$ cat src/rtl/z80_int_ctrl.sv
// z80_int_ctrl: interrupt merger for the Z80 /INT pin.
// Combines the 16550 level interrupt with a periodic frame-tick timer, drives
// /INT, returns an IM2 vector during interrupt acknowledge and exposes a small
// control/status and vector-base register pair on the Z80 I/O bus.
module z80_int_ctrl #(
   parameter int          TICK_DIV  = 480000,
   parameter logic [7:0]  PORT_CTRL = 8'h12,
   parameter logic [7:0]  PORT_VEC  = 8'h13
) (
   input  logic       CLK_24MHz,
   input  logic       RES,
   input  logic       M1,
   input  logic       IORQ,
   input  logic       RD,
   input  logic       WR,
   input  logic [7:0] A,
   input  logic [7:0] D_in,
   input  logic       U_INT,
   output logic       INT,
   output logic [7:0] D_out,
   output logic       D_oe
);

   localparam int             CW = $clog2(TICK_DIV);
   localparam logic [CW-1:0]  TC = CW'(TICK_DIV - 1);
   // idle values of {U_INT, WR, RD, IORQ, M1}
   localparam logic [4:0]     SYNC_IDLE = 5'b01111;

   logic [4:0]    sync1, sync2;
   logic [1:0]    fill;
   logic          sync_valid;
   logic          m1_s, iorq_s, rd_s, wr_s, u_int_s;
   logic          iowr_c, iord_c, ack_c;
   logic          iowr_q, iord_q, ack_q;
   logic          iowr_e, iord_e, ack_e;
   logic          wr_ctrl, wr_vec, rd_ctrl, rd_vec;
   logic          clr, tick, tack;
   logic [CW-1:0] count;
   logic [1:0]    en;
   logic [4:0]    vbase;
   logic          tpend, tovr;
   logic [1:0]    ack_src, src_next;
   logic          rd_act;
   logic          unused_bits;

   assign unused_bits = D_in[2];

   // two-flop synchronizers for the asynchronous bus strobes and U_INT
   always_ff @(posedge CLK_24MHz or posedge RES) begin
      if (RES) begin
         sync1 <= SYNC_IDLE;
         sync2 <= SYNC_IDLE;
         fill  <= 2'b00;
      end else begin
         sync1 <= {U_INT, WR, RD, IORQ, M1};
         sync2 <= sync1;
         fill  <= {fill[0], 1'b1};
      end
   end

   assign sync_valid = fill[1];
   assign m1_s       = sync2[0];
   assign iorq_s     = sync2[1];
   assign rd_s       = sync2[2];
   assign wr_s       = sync2[3];
   assign u_int_s    = sync2[4];

   assign iowr_c = ~iorq_s & ~wr_s & m1_s;
   assign iord_c = ~iorq_s & ~rd_s & m1_s;
   assign ack_c  = ~iorq_s & ~m1_s;

   // previous cycle-type values for one-shot edge detection
   always_ff @(posedge CLK_24MHz or posedge RES) begin
      if (RES) begin
         iowr_q <= 1'b0;
         iord_q <= 1'b0;
         ack_q  <= 1'b0;
      end else begin
         iowr_q <= iowr_c;
         iord_q <= iord_c;
         ack_q  <= ack_c;
      end
   end

   assign iowr_e  = sync_valid & iowr_c & ~iowr_q;
   assign iord_e  = sync_valid & iord_c & ~iord_q;
   assign ack_e   = sync_valid & ack_c & ~ack_q;
   assign wr_ctrl = iowr_e & (A == PORT_CTRL);
   assign wr_vec  = iowr_e & (A == PORT_VEC);
   assign rd_ctrl = iord_e & (A == PORT_CTRL);
   assign rd_vec  = iord_e & (A == PORT_VEC);

   assign src_next = (u_int_s & en[0]) ? 2'd0 :
                     (tpend & en[1])   ? 2'd1 : 2'd3;
   assign clr  = wr_ctrl & D_in[7];
   assign tack = ack_e & (src_next == 2'd1);
   assign tick = (count == TC);

   // free-running frame timer, ticks on the wrap back to zero
   always_ff @(posedge CLK_24MHz or posedge RES) begin
      if (RES)       count <= '0;
      else if (tick) count <= '0;
      else           count <= count + 1'b1;
   end

   // enable, vector base and acknowledge source registers
   always_ff @(posedge CLK_24MHz or posedge RES) begin
      if (RES) begin
         en      <= 2'b00;
         vbase   <= 5'd0;
         ack_src <= 2'd0;
      end else begin
         if (wr_ctrl) en <= D_in[1:0];
         if (wr_vec)  vbase <= D_in[7:3];
         if (ack_e)   ack_src <= src_next;
      end
   end

   // timer pending / overrun; a tick beats both a clear and a timer ack
   always_ff @(posedge CLK_24MHz or posedge RES) begin
      if (RES) begin
         tpend <= 1'b0;
         tovr  <= 1'b0;
      end else if (tick) begin
         tpend <= 1'b1;
         if (tpend && !clr && !tack) tovr <= 1'b1;
      end else if (clr) begin
         tpend <= 1'b0;
         tovr  <= 1'b0;
      end else if (tack) begin
         tpend <= 1'b0;
      end
   end

   // read data / vector capture and bus-drive window
   always_ff @(posedge CLK_24MHz or posedge RES) begin
      if (RES) begin
         D_out  <= 8'h00;
         rd_act <= 1'b0;
      end else begin
         if (rd_ctrl)     D_out <= {4'b0000, en[1], tovr, tpend, u_int_s};
         else if (rd_vec) D_out <= {vbase, 3'b000};
         else if (ack_e)  D_out <= {vbase, src_next, 1'b0};
         if (rd_ctrl || rd_vec || ack_e) rd_act <= 1'b1;
         else if (!(iord_c || ack_c))    rd_act <= 1'b0;
      end
   end

   // raw IORQ gates the drive so the bus is released without sync delay
   assign D_oe = rd_act & ~IORQ;

   // registered active-low interrupt request
   always_ff @(posedge CLK_24MHz or posedge RES) begin
      if (RES) INT <= 1'b1;
      else     INT <= ~((u_int_s & en[0]) | (tpend & en[1]));
   end

endmodule

$ cat config.mk
export PLATFORM = sky130hd
export DESIGN_NAME = z80_int_ctrl
export DESIGN_NICKNAME = d
export VERILOG_FILES = /design/src/rtl/z80_int_ctrl.sv
export SDC_FILE = /design/constraint.sdc
export NUM_CORES = 1
export LEC_CHECK = 0
export BUFFER_PORTS_ARGS = -buffer_cell sky130_fd_sc_hd__buf_2
export CORE_AREA = 2 2 84 86
export DETAILED_ROUTE_END_ITERATION = 6
export DIE_AREA = 0 0 86 88
export SETUP_SLACK_MARGIN = 0.15
export SYNTH_ARGS = -nofsm -noshare
export SYNTH_HDL_FRONTEND = slang
export SYNTH_SLANG_ARGS = --single-unit
$ cat constraint.sdc
create_clock -name CLK_24MHz -period 2 [get_ports CLK_24MHz]
set_input_delay 0.1 -clock CLK_24MHz [delete_from_list [all_inputs] [get_ports CLK_24MHz]]
set_output_delay 0.1 -clock CLK_24MHz [all_outputs]
set_load 0.005 [all_outputs]
After elaboration in Yosys (flattened, before gate mapping) --
Index checks and enable logic that the tools add are counted.
Storage, ports and cells: flip-flop bits (word level) 53, output and inout port bits 10, bits of input ports 23
Cells by class: reductions and logical operators 11, eq/ne operators 6, mux-type cells 14, bitwise logic cells 30, add/subtract/negate cells 1
Operator list (number):
- 2-to-1 mux 8 bit | 3
- AND 1 bit | 20
- adder 19 x 1 -> 19 bit (second input constant) | 1
- equality test 19 bit (second input constant) | 1
- 2-to-1 mux 19 bit | 1
- equality test 8 x 5 -> 1 bit (second input constant) | 2
- inverter 1 bit | 9
- 2-to-1 mux 1 bit | 8
- nonzero test 3 bit | 2
- 2-to-1 mux 2 bit | 2
- logical OR 1 bit | 3
- equality test 2 x 1 -> 1 bit (second input constant) | 1
- logical AND 1 bit | 2
- logical NOT 1 bit | 2
- inequality test 2 x 1 -> 1 bit (second input constant) | 1
- inequality test 2 bit (second input constant) | 1
- AND reduction 2 bit | 1
- nonzero test 2 bit | 1
- OR 1 bit | 1

Logic depth before layout (Yosys ltp) --
Gate-level depths: netlist of the first run.
word-level depth 12, gate-level depth with buffers 5, gate-level depth less buffers 5

Worst setup path before layout of the first run --
Ideal clock, no wire load.
kind reg2reg, start register sync2[0], end register D_out[3], arrival 1.549 ns, required time 1.875 ns, period minus slack after synthesis 1.674 ns, cell stages (with the launch flop) 6, slack 0.326 ns, cell sequence dfstp_2 and3b_4 and4_1 buf_6 mux2_4 mux2_4
On the way: longest elaborated chain between the ends 6, elaborated cells between the ends (all ways) 12
RTL lines:
- start: declaration | line 29 | logic [4:0] sync1, sync2;
- start signal: assignment | line 56 | sync2 <= sync1;
- AND 1 bit | line 69 | assign iord_c = ~iorq_s & ~rd_s & m1_s;
- AND 1 bit (2 in series) | line 86 | assign iord_e = sync_valid & iord_c & ~iord_q;
- AND 1 bit | line 91 | assign rd_vec = iord_e & (A == PORT_VEC);
- 2-to-1 mux 8 bit | line 142 | else if (rd_vec) D_out <= {vbase, 3'b000};
- 2-to-1 mux 8 bit | line 141 | if (rd_ctrl) D_out <= {4'b0000, en[1], tovr, tpend, u_int_s};
- end signal: assignment | line 141
- end signal: assignment | line 142
- end signal: assignment | line 143 | else if (ack_e) D_out <= {vbase, src_next, 1'b0};
- end: declaration | line 20 | output logic [7:0] D_out,
Parallel ways exist; a longest one is shown, timed or not. A chain may end at the register's enable or synchronous reset.

Final worst setup path of the first run --
start register count[10], end register count[7]
On the way: longest elaborated chain between the ends 2
RTL lines:
- start: declaration | line 38 | logic [CW-1:0] count;
- start signal: assignment | line 103 | else count <= count + 1'b1;
- equality test 19 bit | line 97 | assign tick = (count == TC);
- 2-to-1 mux 19 bit | line 102 | else if (tick) count <= '0;
Every way passes these cells.

==> reports/metrics.yaml, run 1 <==
synth_compound_area_frac: 0.03443
grt_pass1_wl_um: 7058
place_hpwl_um: 2851
clkTransAtPathRegs_ns: 0.10
grt_max_degree: 54
rsz0062_at_grt: "yes"
area_growth_pct: 18.77
async_flop_share: 1.000
hold_path_class: "primary input to register"
initial_utilization: 0.3392
drc: 0
totalWireLength_um: 4096
core_area_um2: 6644
ys_seq_elements: 53
crit_start: "count[10]"
fillers: 665
ir_drop_uv: 217.3
period_share: 0.8731
fmax_mhz: 572.7
cts-root-buf: "clkbuf_8"
syn-num-nets: 206
avgSynthCellArea_um2: 12.38
grt_pass1_vias: 1478
ctsLongestPathBuffers: 2
synth_fa_ha_area_frac: 0.005552
worstHoldStart: "D_in[4]"
synth_edf_count: 0
internal_power_mw: 1.388
status: "complete, no violations"
n_antenna_cell: 0
ys.flop_type: "dfrtp_1"
final_nets: 252
p_total_mw: 1.799
crit_type: "register to register"
final.setup.tns_ns: 0
cts_sinks: 53
p_leak_nw: 1.207
synth_simple_gate_area_share: 0.2010
timing.rr.start: "count[10]"
drive_gt1_frac: 0.3275
ios: 33
yosys_warnings: 0
dr.pass1.iters: 4
crit_arrival_ns: 1.94
synth_xor_area_frac: 0.05830
viasPerCell: 4.841
row_count: 30
max_cap_violations: 0
powerDensity_nw_per_um2: 672.2
crit_fanout: 9
hold_viol: 0
die_y_um: 88
htree_levels: 2
synth_top_family_by_area: "simple AND/OR/NAND/NOR gates"
wire_per_inst_um: 13.26
setup_viol: 0
vias: 1496
worstSkewPairLatency_ns: 0.31
syn-instance-count: 182
antenna_found_initial: 0
worst_clock_skew_ns: 0.006182
cp-end-kind: "register"
power.share.switching: 0.2286
seqPwrFrac: 0.616
synth-seq-area-share: 0.5936
p_sw_mw: 0.4113
cts_setup_buffers: 0
worstPathRequired_ns: 2.19
cp-start-kind: "register"
synthMuxAreaShare: 0.08717
synth_cell_types: 41
globalRoute.totalOverflow: 0
drtIter0Drc: 42
die_w_um: 86
hold_ws_ns: 0.01675
pwr-share-clk: 0.336
final_max_slew_viol_count: 0
cts_tree: "built"
layout_min_cycle_time_ns: 1.746
portBuffers: 31
ant_nets: 0
p_comb_frac: 0.048
dieArea_um2: 7568
syn_area_um2: 2253
grt_use_total: 0.1210
place_congestion: 0.7591
numCtsBuffers: 5
==> placed cells by master, fill, tap and decap left out, drive strengths merged <==
cell type / n
nor2: 20
ha: 1
xnor2: 10
a31o: 1
nand4: 6
a311oi: 1
nor3b: 1
nand4bb: 1
or4b: 1
inv: 5
nor3: 6
nor4: 4
nand3: 10
nand3b: 2
a22o: 2
clkinvlp: 2
mux2: 15
nor2b: 5
and4: 1
o21ai: 2
dfrtp: 44
clkbuf: 6
and3b: 2
conb: 1
nand2: 13
a32o: 1
nor4b: 2
mux2i: 2
xor2: 5
or3: 2
o22ai: 1
and3: 1
dlygate4sd3: 6
a22oi: 1
and2: 1
o221ai: 1
buf: 35
dfstp: 9
==> registers in the layout (all words and copies together) (netlist names), 2 cells and up <==
name	cells
fill	2
en	2
vbase	5
D_out	8
sync2	5
count	19
sync1	5
==> worst paths after layout <==
path	endpoint	slack, ns	cells after the start
setup / recovery	count[7]	0.25	4
hold / removal	vbase[1]	0.02	2
setup reg to reg	count[7]	0.25	4
hold reg to reg	fill[1]	0.35	0
max in group asynchronous	sync1[1]	1.34	4
min in group asynchronous	count[7]	0.37	4
==> cell usage after synthesis, drive strengths merged (2+ instances only) <==
cell type,instances,share of area
mux2i,2,0.0089
nor4,4,0.011
nand4,6,0.017
nand3b,2,0.0067
xor2,5,0.019
and3b,2,0.0094
buf,2,0.010
or3,2,0.0056
nor2,20,0.037
nor2b,5,0.014
nor3,6,0.018
inv,5,0.0083
a22o,2,0.0078
nor4b,2,0.014
nand3,10,0.022
dfstp,9,0.10
dfrtp,44,0.49
mux2,15,0.078
nand2,13,0.023
xnor2,10,0.039
o21ai,2,0.0044
==> cell families (layout without fill, tap and decap cells) <==
family | after synthesis | after routing
AOI/OAI and AO/OA | 10 | 10
xor gates and xnor gates | 15 | 15
adders and majority gates | 1 | 1
buffers and inverters | 7 | 54
DFF | 53 | 53
muxes | 17 | 17
other | 1 | 1
and+or+nand+nor | 78 | 78
==> power by group through the flow <==
stage / Sequential, mW / Clock (mW) / Combinational [mW]
global placement: 1.13 / 0 / 0.0797
detailed placement: 1.13 / 0 / 0.0809
floorplan: 1.13 / 0 / 0.0380
CTS: 1.11 / 0.634 / 0.0900
global route: 1.11 / 0.667 / 0.0981
finish: 1.11 / 0.605 / 0.0867
==> per-stage QoR <==
stage	cells	setup WS (ns)	instance area [um^2]	util
after floorplan	182	0.3257	2253	-
after global routing	309	0.1394	2676	0.4028
after detailed placement	295	0.2719	2529	0.3806
after CTS	309	0.2567	2676	0.4028
after global placement	295	0.2982	2529	0.3806
final	309	0.2538	2676	0.4028
==> final cells by class <==
cell class | count | area, um^2 | share of cell area
sequential | 53 | 1338 | 0.4998
multi-input combinational | 122 | 874.6 | 0.3268
timing repair buffer | 41 | 257.7 | 0.09631
tap | 80 | 100.1 | 0.03740
clock buffer | 6 | 72.57 | 0.02712
inverter | 5 | 18.77 | 0.007013
clock inverter | 2 | 15.01 | 0.005610
==> worst max-delay path, cell delays in order (launching register included) <==
cell       delay, ns
dfrtp_1         0.45
nand4bb_1       0.25
or4b_4          0.58
nor2_4          0.26
nor2_1          0.09
==> per-layer routing <==
metal | share of wire | track usage | vias up
li1 | - | - | 728
met3 | 0.052 | 0.03864 | 7
met2 | 0.46 | 0.1959 | 32
met5 | 0 | 0 | -
met1 | 0.48 | 0.1538 | 729
met4 | 0.014 | 0.04185 | 0
==> repair_timing <==
item,4_1_cts,5_1_grt
setup endpoints to repair,0,9
gates resized for setup,0,0
hold buffers,6,0
hold endpoints to repair,49,0
No activity file was read; power rests on OpenSTA's default activity.
==> inputs of run 2 (changes only) <==
--- a/config.mk
+++ b/config.mk
@@ -6,9 +6,10 @@
 export NUM_CORES = 1
 export LEC_CHECK = 0
 export BUFFER_PORTS_ARGS = -buffer_cell sky130_fd_sc_hd__buf_2
-export CORE_AREA = 2 2 84 86
+export CORE_AREA = 2 2 67 69
 export DETAILED_ROUTE_END_ITERATION = 6
-export DIE_AREA = 0 0 86 88
+export DIE_AREA = 0 0 69 71
+export PLACE_DENSITY = 0.76
 export SETUP_SLACK_MARGIN = 0.15
 export SYNTH_ARGS = -nofsm -noshare
 export SYNTH_HDL_FRONTEND = slang
==> reports/metrics.yaml, run 2 (synthesis gave the netlist of run 1 again) <==
setup_ws_ns: 0.2539  # +0.00005400 ns
cp-start-kind: "register"
setup_viol: 0  # unchanged
grt_pass1_vias: 1448  # -2.0%
dp_worst_setup_slack_ns: 0.2608  # -0.01110 ns
cts_sinks: 53  # unchanged
crit_arrival_ns: 1.94  # about the same
final_nets: 251  # -0.40%
final_common_cell: "dfrtp_1"
max_cap_violations: 0  # unchanged
tightestPinTransition_ns: 0.5407
worst_clock_skew_ns: 0.01294  # +0.006762 ns
largest_reg_flops: 19  # unchanged
worstPathRequired_ns: 2.20  # about the same
hold_viol: 0  # unchanged
rsz0062_at_grt: "no"
fmax_mhz: 572.7  # about the same
final_cell_mix: "44 x dfrtp_1, 31 x buf_2, 19 x nor2_1"
cts_tree: "built"
grt_max_degree: 29  # -46%
reg.largest.list: "count x19, D_out x8"
ctsLongestPathBuffers: 2  # unchanged
antenna_found_initial: 0  # unchanged
n_antenna_cell: 0  # unchanged
grt_pass1_wl_um: 6561  # -7.0%
powerDensity_nw_per_um2: 714.5  # +6.3%
drtIter0Drc: 92  # +120%
wire_per_inst_um: 13.78  # +3.9%
final_max_slew_viol_count: 0  # unchanged
whs_path_depth: 2  # unchanged
final.setup.tns_ns: 0  # unchanged
core_area_um2: 4204  # -37%
ant_nets: 0  # unchanged
worstSkewPairLatency_ns: 0.30  # about the same
dieArea_um2: 4899  # -35%
initial_utilization: 0.5360  # +0.1968
place_congestion: 0.8345  # +9.9%
numCtsBuffers: 5  # unchanged
hold_path_class: "primary input to register"
totalWireLength_um: 3857  # -5.8%
dr.pass1.iters: 4  # unchanged
portBuffers: 31  # unchanged
grt_use_total: 0.1682  # +0.04716
row_count: 24  # -20%
crit_type: "register to register"
period_share: 0.8731  # about the same
status: "complete, no violations"
slew_headroom: 0.6390
vias: 1498  # +0.13%
place_hpwl_um: 2792  # -2.0%
p_leak_nw: 1.221  # +1.2%
worstRegToRegCells: 4  # unchanged
die_y_um: 71  # -19%
drc: 0  # unchanged
area_growth_pct: 18.16
layout_min_cycle_time_ns: 1.746  # -0.00005400 ns
crit_fanout: 5  # -4
ir_drop_uv: 416.6  # +92%
viasPerCell: 5.350  # +11%
globalRoute.totalOverflow: 0  # unchanged
cp-end-kind: "register"
clkTransAtPathRegs_ns: 0.09  # about the same
top_register: "count"
htree_levels: 2  # unchanged
drive_gt1_frac: 0.3289  # +0.001436
die_w_um: 69  # -20%
cts-root-buf: "clkbuf_8"
ios: 33  # unchanged
## run 2: per-layer routing
layer,GRT usage,up-vias,share of wire
met2,0.2788,33,0.47
met5,0,-,0
met4,0.05882,0,0.014
li1,-,731,-
met1,0.2181,728,0.47
met3,0.04131,6,0.047
## run 2: timing repair
item / 4_1_cts / 5_1_grt
hold buffers: 6 / 0
endpoints found under the setup margin: 0 / 8
gates resized for setup: 0 / 1
setup buffers: 0 / 0
endpoints found under the hold margin: 27 / 0
## run 2: power breakdown
group | internal, mW | switching, mW | leakage [nW] | total [mW]
Combinational | 0.0421 | 0.0436 | 0.504 | 0.0857
Clock | 0.376 | 0.333 | 0.0554 | 0.709
Sequential | 1.10 | 0.00985 | 0.662 | 1.11
## run 2: per-stage QoR
step	area, um^2	utilization	hold slack, ns	power [mW]	cells
detailed placement	2486	0.5914	0.1856	1.208	266
global route	2663	0.6333	0.01769	1.982	280
global placement	2486	0.5914	0.1778	1.205	266
CTS	2658	0.6321	0.02066	1.934	280
floorplan	2253	-	0.1045	1.164	182
finish	2663	0.6333	0.02898	1.902	280
## run 2: layout make-up
class / count / area (um^2)
clock buffer: 6 / 72.57
clock inverter: 2 / 38.79
fill: 337 / 1541
inverter: 5 / 18.77
multi-input combinational: 122 / 879.6
sequential: 53 / 1338
tap: 52 / 65.06
timing repair buffer: 40 / 250.2
## run 2: worst max-delay path, cell delays in order, from the launching register on
cell and delay (ns):
dfstp_2 0.56, and3b_4 0.21, and4_1 0.31, mux2_4 0.33
mux2_4 0.25
## run 2: worst paths after layout
kind                       slack, ns  startpoint        end
setup reg to reg                0.25    sync2[0]   D_out[3]
hold / removal                  0.03     D_in[1]      en[1]
setup / recovery                0.25    sync2[0]   D_out[3]
max in group asynchronous       1.00         RES   sync2[0]
min in group asynchronous       0.39         RES  count[15]
hold reg to reg                 0.34     fill[0]    fill[1]
==> inputs of run 3 (changes only) <==
--- a/config.mk
+++ b/config.mk
@@ -6,10 +6,12 @@
 export NUM_CORES = 1
 export LEC_CHECK = 0
 export BUFFER_PORTS_ARGS = -buffer_cell sky130_fd_sc_hd__buf_2
-export CORE_AREA = 2 2 67 69
+export CELL_PAD_IN_SITES_DETAIL_PLACEMENT = 0
+export CELL_PAD_IN_SITES_GLOBAL_PLACEMENT = 1
+export CORE_AREA = 2 2 74 76
 export DETAILED_ROUTE_END_ITERATION = 6
-export DIE_AREA = 0 0 69 71
-export PLACE_DENSITY = 0.76
+export DIE_AREA = 0 0 76 78
+export PLACE_DENSITY_LB_ADDON = 0.1
 export SETUP_SLACK_MARGIN = 0.15
 export SYNTH_ARGS = -nofsm -noshare
 export SYNTH_HDL_FRONTEND = slang
==> reports/metrics.yaml, run 3 (synthesis gave the netlist of run 1 again) <==
final_cell_mix: "44 x dfrtp_1, 31 x buf_2, 19 x nor2_1"
wire_per_inst_um: 13.63  # -1.0%
fmax_mhz: 572.1  # -0.11%
reg.largest.list: "count x19, D_out x8"
status: "complete, no violations"
cp-start-kind: "register"
place_congestion: 0.7859  # -5.8%
final_common_cell: "dfrtp_1"
initial_utilization: 0.4469  # -0.08911
internal_power_mw: 1.386  # -8.6%
largest_reg_flops: 19  # unchanged
power.share.switching: 0.2187  # +0.01558
die_y_um: 78  # +9.9%
timing.rr.start: "sync2[0]"
reg2reg_slack_ns: 0.25  # about the same
cts_setup_buffers: 0  # unchanged
hold_path_class: "primary input to register"
antenna_found_initial: 0  # unchanged
worst_clock_skew_ns: 0.008446  # -0.004498 ns
die_w_um: 76  # +10%
cts_resized: 0  # unchanged
drc: 0  # unchanged
stdcell_count: 297  # +6.1%
row_count: 26  # +8.3%
setup_viol: 0  # unchanged
crit_arrival_ns: 1.94  # about the same
htree_levels: 2  # unchanged
grt_max_degree: 54  # +86%
core_area_um2: 5042  # +20%
cts_sinks: 53  # unchanged
tightestPinTransition_ns: 0.6475  # +0.1068 ns
cts-root-buf: "clkbuf_8"
rsz0062_at_grt: "no"
hold_viol: 0  # unchanged
dr.pass1.iters: 7  # +3
period_share: 0.8740  # +0.0009600
cts_tree: "built"
powerDensity_nw_per_um2: 673.8  # -5.7%
ctsLongestPathBuffers: 2  # unchanged
vias: 1488  # -0.67%
final_max_slew_viol_count: 0  # unchanged
drive_gt1_frac: 0.3172  # -0.01177
r2r_end: "D_out[3]"
grt_use_total: 0.1562  # -0.01197
layout_min_cycle_time_ns: 1.748  # +0.001920 ns
seqPwrFrac: 0.625  # +0.043
place_hpwl_um: 2940  # +5.3%
p_leak_nw: 1.194  # -2.2%
min_to: "vbase[3]"
slew_headroom: 0.5683  # -0.07067
ir_drop_uv: 333.4  # -20%
final.setup.tns_ns: 0  # unchanged
whs_path_depth: 2  # unchanged
viasPerCell: 5.010  # -6.4%
p_sw_mw: 0.3879  # +0.40%
grt_pass1_vias: 1572  # +8.6%
grt_pass1_wl_um: 7362  # +12%
ant_nets: 0  # unchanged
pwr-share-clk: 0.329  # -0.044
n_antenna_cell: 0  # unchanged
crit_fanout: 5  # unchanged
dp_cells: 283  # +6.4%
ios: 33  # unchanged
final_nets: 250  # -0.40%
worstPathRequired_ns: 2.19  # about the same
portBuffers: 31  # unchanged
globalRoute.totalOverflow: 0  # unchanged
worstSkewPairLatency_ns: 0.30  # about the same
drtIter0Drc: 71  # -23%
dieArea_um2: 5928  # +21%
worstRegToRegCells: 4  # unchanged
totalWireLength_um: 4049  # +5.0%
numCtsBuffers: 5  # unchanged
worstHoldStart: "D_in[6]"
top_register: "count"
clkTransAtPathRegs_ns: 0.09  # about the same
max_cap_violations: 0  # unchanged
crit_type: "register to register"
cp-end-kind: "register"
p_comb_frac: 0.047  # +0.002
area_growth_pct: 16.82
## run 3: area by class of cell
class,count,area [um^2]
timing repair buffer,39,230.2
inverter,5,18.77
clock buffer,7,76.32
multi-input combinational,122,874.6
fill,473,2410
sequential,53,1338
clock inverter,1,7.507
tap,70,87.58
## run 3: timing repair
action,4_1_cts,5_1_grt
endpoints found under the hold margin,49,0
hold buffers,6,0
endpoints found under the setup margin,0,3
## run 3: worst max-delay path by stage
| stage | startpoint | end |
|---|---|---|
| global route | count[0] | count[16] |
| floorplan | sync2[0] | D_out[3] |
| CTS | sync2[0] | D_out[3] |
| detailed placement | sync2[0] | D_out[3] |
| global placement | sync2[0] | D_out[3] |
| finish | sync2[0] | D_out[3] |
## run 3: critical path: stages, from the launching register on
cell,delay (ns)
dfstp_2,0.56
and3b_4,0.21
and4_1,0.30
mux2_4,0.32
mux2_4,0.25
## run 3: metal layers
| layer | GRT usage | wire [um] | vias to the layer above |
|---|---|---|---|
| met5 | 0 | 0 | - |
| met4 | 0.05818 | 61 | 0 |
| met3 | 0.04884 | 201 | 6 |
| met2 | 0.2643 | 2036 | 31 |
| met1 | 0.1884 | 1749 | 727 |
| li1 | - | - | 724 |
## run 3: metrics by stage
step                      total power, mW  worst slack (ns)  hold slack (ns)  area, um^2    util
after floorplan                     1.164            0.3257           0.1045        2253       -
after global placement              1.202            0.2821           0.2050        2489  0.4935
after detailed placement            1.205            0.2521           0.2065        2489  0.4935
after CTS                           1.800            0.2417         0.009557        2633  0.5221
after global routing                1.864            0.1578         0.007811        2633  0.5221
final                               1.774            0.2520          0.02285        2633  0.5221
## run 3: power by group through the flow
stage	Combinational (mW)	Clock, mW	Sequential, mW
final	0.0826	0.583	1.11
after global routing	0.0940	0.659	1.11
after CTS	0.0850	0.606	1.11
after detailed placement	0.0758	0	1.13
after global placement	0.0740	0	1.13
after floorplan	0.0380	0	1.13
